$ cat src/rtl/bin2bcd_seq_pkg.sv
// bin2bcd_seq_pkg
//   Shared definitions for the sequential binary-to-BCD converter:
//   FSM state type, BCD digit width and the saturation digit value.
package bin2bcd_seq_pkg;

    typedef enum logic [1:0] {
        ST_IDLE  = 2'd0,
        ST_SHIFT = 2'd1,
        ST_DONE  = 2'd2
    } state_t;

    localparam int DIGIT_W = 4;
    localparam logic [DIGIT_W-1:0] BCD_NINE = 4'd9;

endpackage

$ cat src/rtl/bin2bcd_seq_if.sv
// bin2bcd_seq_if
//   Handshake/result bundle between a conversion requester and bin2bcd_seq.
//   start  : request a conversion (requester -> converter)
//   bin    : binary operand, BIN_W bits (requester -> converter)
//   busy   : conversion in flight
//   done   : one-cycle pulse when bcd/ovf/blank update
//   bcd    : packed BCD result, digit i at [4i+3:4i]
//   ovf    : result saturated to all nines
//   blank  : leading-zero blank mask, bit i blanks digit i
//   Modports: master (requester side), slave (converter side).
interface bin2bcd_seq_if
    import bin2bcd_seq_pkg::*;
#(
    parameter int BIN_W  = 16,
    parameter int DIGITS = 5
);
    logic                        start;
    logic [BIN_W-1:0]            bin;
    logic                        busy;
    logic                        done;
    logic [DIGIT_W*DIGITS-1:0]   bcd;
    logic                        ovf;
    logic [DIGITS-1:0]           blank;

    modport master (
        output start, bin,
        input  busy, done, bcd, ovf, blank
    );

    modport slave (
        input  start, bin,
        output busy, done, bcd, ovf, blank
    );
endinterface

$ cat src/rtl/bin2bcd_seq_add3.sv
// bcd_add3
//   Double-dabble digit correction: adds 3 to a BCD digit that is 5 or more,
//   so the following left shift carries correctly into the next digit.
//   din  : 4-bit scratch digit
//   dout : corrected digit (4-bit, no carry out)
module bcd_add3
    import bin2bcd_seq_pkg::*;
(
    input  logic [DIGIT_W-1:0] din,
    output logic [DIGIT_W-1:0] dout
);
    always_comb begin
        dout = (din >= 4'd5) ? din + 4'd3 : din;
    end
endmodule

$ cat src/rtl/bin2bcd_seq.sv
// bin2bcd_seq
//   Sequential double-dabble converter, one shift per clock. The result
//   registers only change on the done pulse, so downstream 7-segment
//   decoders never see a partial value.
//   clk : system clock, rising edge
//   rst : asynchronous active-high reset
//   bus : bin2bcd_seq_if.slave (start/bin in; busy/done/bcd/ovf/blank out)
//   Optional feature: define BIN2BCD_LEADING_BLANK_EN to register a
//   leading-zero blank mask; otherwise blank is tied to zero.
module bin2bcd_seq
    import bin2bcd_seq_pkg::*;
#(
    parameter int BIN_W  = 16,
    parameter int DIGITS = 5
)(
    input  logic            clk,
    input  logic            rst,
    bin2bcd_seq_if.slave    bus
);
    localparam int CNT_W = $clog2(BIN_W + 1);
    localparam int SCR_W = DIGIT_W * DIGITS;

    state_t             state;
    logic [BIN_W-1:0]   sreg;
    logic [SCR_W-1:0]   scratch;
    logic [SCR_W-1:0]   adj;
    logic [CNT_W-1:0]   cnt;
    logic               sticky;
    logic               busy_r;
    logic               done_r;
    logic [SCR_W-1:0]   bcd_r;
    logic               ovf_r;
    logic               accept;
    logic [SCR_W-1:0]   result;

    for (genvar g = 0; g < DIGITS; g++) begin : g_add3
        bcd_add3 u_add3 (
            .din  (scratch[g*DIGIT_W +: DIGIT_W]),
            .dout (adj[g*DIGIT_W +: DIGIT_W])
        );
    end

    assign accept = bus.start && (state == ST_IDLE || state == ST_DONE);
    assign result = sticky ? {DIGITS{BCD_NINE}} : scratch;

    always_ff @(posedge clk or posedge rst) begin
        if (rst) begin
            state   <= ST_IDLE;
            sreg    <= '0;
            scratch <= '0;
            cnt     <= '0;
            sticky  <= 1'b0;
            busy_r  <= 1'b0;
            done_r  <= 1'b0;
            bcd_r   <= '0;
            ovf_r   <= 1'b0;
        end else begin
            done_r <= 1'b0;
            case (state)
                ST_SHIFT: begin
                    // {scratch, sreg} <<= 1 after correction; the bit leaving
                    // the top digit means the value needs more digits
                    scratch <= {adj[SCR_W-2:0], sreg[BIN_W-1]};
                    sreg    <= sreg << 1;
                    sticky  <= sticky | adj[SCR_W-1];
                    cnt     <= cnt - CNT_W'(1);
                    if (cnt == CNT_W'(1)) begin
                        state  <= ST_DONE;
                        busy_r <= 1'b0;
                    end
                end
                ST_DONE: begin
                    bcd_r  <= result;
                    ovf_r  <= sticky;
                    done_r <= 1'b1;
                    state  <= ST_IDLE;
                end
                default: state <= ST_IDLE;
            endcase
            // accepting start overrides the DONE->IDLE step (back-to-back)
            if (accept) begin
                sreg    <= bus.bin;
                scratch <= '0;
                sticky  <= 1'b0;
                cnt     <= CNT_W'(BIN_W);
                busy_r  <= 1'b1;
                state   <= ST_SHIFT;
            end
        end
    end

    assign bus.busy = busy_r;
    assign bus.done = done_r;
    assign bus.bcd  = bcd_r;
    assign bus.ovf  = ovf_r;

`ifdef BIN2BCD_LEADING_BLANK_EN
    localparam logic [DIGITS-1:0] BLANK_RST = ~DIGITS'(1);

    logic [DIGITS-1:0] blank_r;
    logic [DIGITS-1:0] blank_next;
    logic              all_zero;

    // digit i blanks only if it and every digit above it are zero;
    // digit 0 is never blanked so zero still shows one "0"
    always_comb begin
        blank_next = '0;
        all_zero   = 1'b1;
        for (int unsigned i = DIGITS - 1; i >= 1; i--) begin
            if (result[i*DIGIT_W +: DIGIT_W] != '0) all_zero = 1'b0;
            blank_next[i] = all_zero;
        end
    end

    always_ff @(posedge clk or posedge rst) begin
        if (rst)                    blank_r <= BLANK_RST;
        else if (state == ST_DONE)  blank_r <= blank_next;
    end

    assign bus.blank = blank_r;
`else
    assign bus.blank = '0;
`endif

endmodule
$ cat src/flat_wrapper.sv
// flat-port wrapper written by rule: the top's interface ports become plain ports
module bin2bcd_seq_flat import bin2bcd_seq_pkg::*;
#(
    parameter int BIN_W  = 16,
    parameter int DIGITS = 5
)
  (clk, rst, bus_start, bus_bin, bus_busy, bus_done, bus_bcd, bus_ovf, bus_blank);
  bin2bcd_seq_if #(.BIN_W(BIN_W), .DIGITS(DIGITS)) bus_i ();
  input  logic clk;
  input  logic rst;
  input wire logic [$bits(bus_i.start)-1:0] bus_start;
  input wire logic [$bits(bus_i.bin)-1:0] bus_bin;
  output wire logic [$bits(bus_i.busy)-1:0] bus_busy;
  output wire logic [$bits(bus_i.done)-1:0] bus_done;
  output wire logic [$bits(bus_i.bcd)-1:0] bus_bcd;
  output wire logic [$bits(bus_i.ovf)-1:0] bus_ovf;
  output wire logic [$bits(bus_i.blank)-1:0] bus_blank;
  assign bus_i.start = bus_start;
  assign bus_i.bin = bus_bin;
  assign bus_busy = bus_i.busy;
  assign bus_done = bus_i.done;
  assign bus_bcd = bus_i.bcd;
  assign bus_ovf = bus_i.ovf;
  assign bus_blank = bus_i.blank;
  bin2bcd_seq #(.BIN_W(BIN_W), .DIGITS(DIGITS)) u_core (.clk(clk), .rst(rst), .bus(bus_i));
endmodule
$ cat config.mk
export PLATFORM = sky130hd
export DESIGN_NAME = bin2bcd_seq_flat
export DESIGN_NICKNAME = d
export VERILOG_FILES = /design/src/rtl/bin2bcd_seq_pkg.sv /design/src/rtl/bin2bcd_seq_if.sv /design/src/rtl/bin2bcd_seq_add3.sv /design/src/rtl/bin2bcd_seq.sv /design/src/flat_wrapper.sv
export SDC_FILE = /design/constraint.sdc
export NUM_CORES = 1
export LEC_CHECK = 0
export ABC_AREA = 1
export BUFFER_PORTS_ARGS = -buffer_cell sky130_fd_sc_hd__buf_2
export CORE_MARGIN = 4
export CORE_UTILIZATION = 45
export DETAILED_ROUTE_END_ITERATION = 16
export PLACE_DENSITY = 0.65
export SYNTH_ARGS = -nofsm -noshare
export SYNTH_HDL_FRONTEND = slang
export SYNTH_HIERARCHICAL = 1
export SYNTH_SLANG_ARGS = --single-unit
$ cat constraint.sdc
create_clock -name clk -period 2.55 [get_ports clk]
set_input_delay 0.255 -clock clk [delete_from_list [all_inputs] [get_ports clk]]
set_output_delay 0.255 -clock clk [all_outputs]
set_load 0.01 [all_outputs]
# After elaboration in Yosys (flattened, before gate mapping)
# Index checks and enable logic that the tools add are counted.
[word_totals]
latch_bits = 0
inputBits = 19
ram_bits = 0
memories = 0
rom_bits = 0
elab_cells = 52
ff_bits = 67
out_inout_bits = 28
[classes]
magnitude_cmp = 5
div = 0
muxes = 21
addsub = 6
n_bitwise = 1
n_shift = 0
eq_ne = 4
multipliers = 0
reduce_logical = 6
[op_table]
columns = ["operator", "n"]
rows = [
  ["two-way mux 20 bit", 3],
  ["two-way mux 16 bit", 2],
  ["adder 4 x 2 -> 4 bit, second input constant", 5],
  ["greater-or-equal comparator 4 x 3 -> 1 bit, second input constant", 5],
  ["two-way mux 4 bit", 5],
  ["two-way mux 5 bit", 2],
  ["two-way mux 1 bit", 6],
  ["two-way mux 2 bit", 3],
  ["== test 5 x 1 -> 1 bit, second input constant", 1],
  ["subtractor 5 x 1 -> 5 bit, second input constant", 1],
  ["nonzero test 2 bit", 2],
  ["!= test 3 x 1 -> 1 bit, second input constant", 1],
  ["== test 2 x 1 -> 1 bit, second input constant", 1],
  ["== test 2 bit, second input constant", 1],
  ["zero test 2 bit", 1],
  ["AND reduction 2 bit", 1],
  ["logical AND 1 bit", 1],
  ["logical OR 1 bit", 1],
  ["bitwise OR 1 bit", 1],
]

# Depth between registers and ports, before layout
[depth]
depth_word = 5
mapped_depth = 9
mapped_depth_nobuf = 9

# By module
# Netlist, hierarchy kept.
[modules_own_cells]
columns = ["mod", "seq_area_each_um2", "cells_per_inst", "n_inst", "area_per_inst_um2"]
rows = [
  ["bin2bcd_seq", 1676.6, 293, 1, 2692.6],
  ["bcd_add3", 0.0, 23, 5, 135.1],
]

# Worst setup path after synthesis
# No wires, ideal clock.
[synth_path]
path_kind = "register to register"
startpoint = "register u_core.scratch[8]"
endpoint = "register u_core.scratch[10]"
n_path_buf = 0
arrival_ns = 1.089
slack_ns = 1.335
t_required_ns = 2.424
stages_incl_launch_ff = 9
setup_time_ns = 0.126
synth_period_minus_slack_ns = 1.215
cell_sequence = "dfrtp_1 > inv_1 > ha_1 > nor2_4 > nor2_4 > nand2_1 > o21ai_2 > nand2_1 > o21ai_0"
[synth_via]
elab_chain_cells = 4
elab_cells_between_ends = 5
classes_between = "1 x add/sub; 1 x order compare; 3 x mux"
[synth_rtl]
columns = ["item", "line", "source"]
rows = [
  ["start: declaration", "bin2bcd_seq.sv:25", "logic [SCR_W-1:0] scratch;"],
  ["start signal: assignment", "bin2bcd_seq.sv:63", "scratch <= {adj[SCR_W-2:0], sreg[BIN_W-1]};"],
  ["adder 4 x 2 -> 4 bit / greater-or-equal comparator 4 x 3 -> 1 bit (equally long branches)", "bin2bcd_seq_add3.sv:13", "dout = (din >= 4'd5) ? din + 4'd3 : din;"],
  ["two-way mux 4 bit (*)", "bin2bcd_seq_add3.sv:13", ""],
  ["via u_core.adj[9]", "bin2bcd_seq.sv:26", "logic [SCR_W-1:0] adj;"],
  ["two-way mux 20 bit (*)", "bin2bcd_seq.sv:59", "case (state)"],
  ["two-way mux 20 bit (*)", "bin2bcd_seq.sv:81", "if (accept) begin"],
]
# The timed path passes the listed nets; every way through them passes the cells marked *. The select of a mux whose other input is x is not followed.
# A chain may end at the register's enable or synchronous reset.

# Worst setup path after layout
[layout_path]
startpoint = "register u_core.state[0]"
endpoint = "register u_core.bcd_r[12] (netlist: u_core/bus.bcd[12])"
[layout_via]
elab_chain_cells = 1
[layout_rtl]
columns = ["item", "line", "source"]
rows = [
  ["start: declaration", "bin2bcd_seq.sv:23", "state_t state;"],
  ["start signal: assignment", "bin2bcd_seq.sv:48", "state <= ST_IDLE;"],
  ["start signal: assignment", "bin2bcd_seq.sv:68", "state <= ST_DONE;"],
  ["start signal: assignment", "bin2bcd_seq.sv:76", "state <= ST_IDLE;"],
  ["== test 2 bit", "bin2bcd_seq.sv:59", ""],
  ["end signal: assignment", "bin2bcd_seq.sv:73", "bcd_r <= result;"],
  ["end: declaration", "bin2bcd_seq.sv:31", "logic [SCR_W-1:0] bcd_r;"],
]
# No other way between the ends.

==> key figures <==
Timing
  – Final min period: 1.65 ns
  – FMAX: 0.606 GHz
  – Unrepaired setup endpoints after global routing: no
  – Final setup vio count: 0
  – Worst Clk Skew: 0.00775 ns
  – Slew HR: 0.641
  – Final TNS setup: 0 ns
  – Setup ws final: 0.901 ns
  – Final hold vios: 0
  – Final Max Tran Viols: 0
  – Worst-Margin Slew: 0.538 ns
  – Final period util: 0.647

Global route
  – GRT Residual Overflow: 0
  – Total GRT Usage: 0.169
  – Initial antenna violation count: 0
  – First-pass GRT wire length: 11.8 mm
  – Largest net degree at the start of global routing: 27
  – Vias in the first global route: 2651

Pwr
  – Comb pwr share: 0.444
  – Switch share: 0.425
  – Internal power: 2.75 mW
  – Clock power frac: 0.176
  – P_sw: 2.03 mW
  – Pleak: 1.92 nW
  – Max VDD drop: 0.539 mV
  – Pwr dens: 1250 nW/um^2
  – Tot Pwr: 4.79 mW
  – Seq pwr share: 0.380

Detailed routing
  – # DRC: 0
  – Final ANT Viol Nets: 0
  – Drt pass-1 iters: 4
  – Iter 0 DRT Violations: 150
  – Routed len/inst: 12.6 microns
  – Final Routed Wirelength: 6.99 mm
  – Vias: 2692
  – Via density: 4.84

Clocking
  – H-tree levels: 3
  – Clock buffer depth: 2
  – Clock Pin Slew Worst Setup and Hold Paths: 0.07 ns
  – Clk root buf: clkbuf_8
  – TritonCTS clock tree: yes
  – Post-CTS Resized: 0
  – Worst skew pair latency: 0.34 ns
  – Inserted Clock Buffers: 9
  – CTS sink cnt: 67

Synth
  – Syn. warnings: 6
  – Cells after synthesis: 408
  – Post-synth top cells: nand2_1, dfrtp_1, inv_1, o21ai_0, nor2_1
  – Syn avg cell area: 8.26 sq um
  – Most common cell in the netlist: nand2_1
  – Sequential area share after synthesis: 0.498
  – Async SR Flop Fraction: 1.00
  – Register bit total from synthesis: 67
  – EDFF count, synth: 0
  – Post-synth top area cell: dfrtp_1
  – Synth area leaders: dfrtp_1, nand2_1, o21ai_0
  – Mapped Area: 3370 sq um
  – Top cell type's share of synthesized area: 0.498
  – Netlist cell types: 24
  – Top FF cell, synth: dfrtp_1

Worst setup path
  – CP max stage cell: dfrtp_1
  – Critical path arrival: 1.85 ns
  – Worst EP required: 2.75 ns
  – CP Launch Type: flop
  – Crit-path max cell delay: 0.42 ns
  – R2R depth: 5
  – Flop-to-flop setup slack: 0.90 ns
  – Critical path cell sequence: nor2_2 > buf_4 > nand2_1 > inv_1 > a21oi_1
  – Crit path max fanout: 14
  – Crit. End Element: flop
  – WS Path Type: flop to flop

Floorplanning
  – Overall die height: 94.5 microns
  – Die area: 8930 sq um
  – Core footprint: 7250 sq um
  – Die W: 94.5 microns
  – Initial Util: 0.464
  – I/O Pins: 47
  – # rows: 31

Status
  – Status: finished clean

Finish
  – Final instance area: 3840 sq um
  – # diodes: 0
  – P&R area growth vs syn: 14.1%
  – Filler cells: 716
  – Nets@finish: 485
  – Layout cells sized above 1: 0.210

Placement
  – # port buffers: 41
  – Post-placement setup slack: 0.906 ns
  – Final Wtd Congestion: 0.829
  – Dpl cell area: 3650 sq um
  – DP Wirelength: 4.96 mm

Worst hold path
  – Hold depth: 3
  – Hold Path Class: input pin to flop

Flow run
  – MaxCap Viol Count: 0
cell type report:
| type | instances | area, sq um | share of cell area |
|---|---|---|---|
| clock buffer | 11 | 141 | 0.0368 |
| sequential | 67 | 1680 | 0.436 |
| tap | 99 | 124 | 0.0322 |
| inverter | 54 | 203 | 0.0528 |
| clock inverter | 3 | 40.0 | 0.0104 |
| multi-input combinational | 275 | 1410 | 0.366 |
| timing repair buffer | 47 | 253 | 0.0658 |
cell families (layout without fill, tap and decap cells):
logic type / after synthesis / count (layout) / share of synthesized area
buffers and inverters: 70 / 115 / 0.0903
AND/OR/NAND/NOR: 187 / 187 / 0.247
other: 1 / 5 / 0.00111
flip-flops: 67 / 67 / 0.498
AO/OA/AOI/OAI: 71 / 71 / 0.119
adder cells (fa/ha/maj): 12 / 12 / 0.0446
power by group through the flow:
stage / combinational [mW] / sequential [mW] / clock [mW]
6_report: 2.12 / 1.82 / 0.843
5_1_grt: 2.46 / 1.88 / 0.904
4_1_cts: 2.15 / 1.82 / 0.863
3_5_place_dp: 2.14 / 1.83 / 0
3_3_place_gp: 2.08 / 1.83 / 0
2_1_floorplan: 1.64 / 1.81 / 0
worst max-delay path, delay by kind of cell, from the launching register on:
kind,cells,cell delay [ns]
flip-flops,1,0.42
AND/OR/NAND/NOR,2,0.39
AO/OA/AOI/OAI,1,0.12
buffers and inverters,2,0.59
placed cells by master (no fill, tap or decap), types with 2 or more instances in the layout:
cell type	n
a21oi_1	12
o211ai_1	2
o21ai_2	5
conb_1	5
o21ai_1	2
nand3_1	21
o22ai_1	2
nor2_4	10
nand4_1	2
inv_2	8
ha_1	12
clkinv_2	2
inv_1	45
dfrtp_1	67
o21ai_0	43
a21oi_2	5
buf_4	5
nand2_2	6
nand2_1	111
clkbuf_8	10
nor2_2	2
nor2_1	34
buf_2	41
state kept, by name, summed over array words and instances (netlist names):
name             flops
u_core/cnt           5
u_core/bus.bcd      20
u_core/scratch      20
u_core/bus.ovf       1
u_core/bus.done      1
u_core/bus.busy      1
u_core/sreg         16
u_core/state         2
u_core/sticky        1
per-stage QoR:
step,hold slack (ns),std cells,util
CTS,0.115,556,0.530
global placement,0.292,541,0.503
finish,0.127,556,0.530
floorplan,0.372,412,-
detailed placement,0.296,541,0.503
global route,0.131,556,0.530
layer usage:
layer	wire length, microns	track usage	vias to the layer above	share of wire
met4	99	0.0673	0	0.014
met3	324	0.0375	8	0.046
met5	0	0	-	0
met1	3300	0.209	1271	0.47
li1	-	-	1356	-
met2	3260	0.289	57	0.47
path summary, 6_finish.rpt:
kind	startpoint	to
worst min register to register	u_core/bus.bcd[14]	u_core/bus.bcd[14]
worst max register to register	u_core/state[0]	u_core/bus.bcd[12]
worst min-delay path	bus_bin[0]	u_core/sreg[0]
max in group asynchronous	rst	u_core/sticky
min in group asynchronous	rst	u_core/sreg[3]
worst max-delay path	u_core/state[0]	u_core/bus.bcd[12]
repair_timing:
item	in CTS	in global routing
endpoints found under the hold margin	20	0
hold buffers	1	0
setup buffers	0	0
Power figures use the tool's default switching activity.
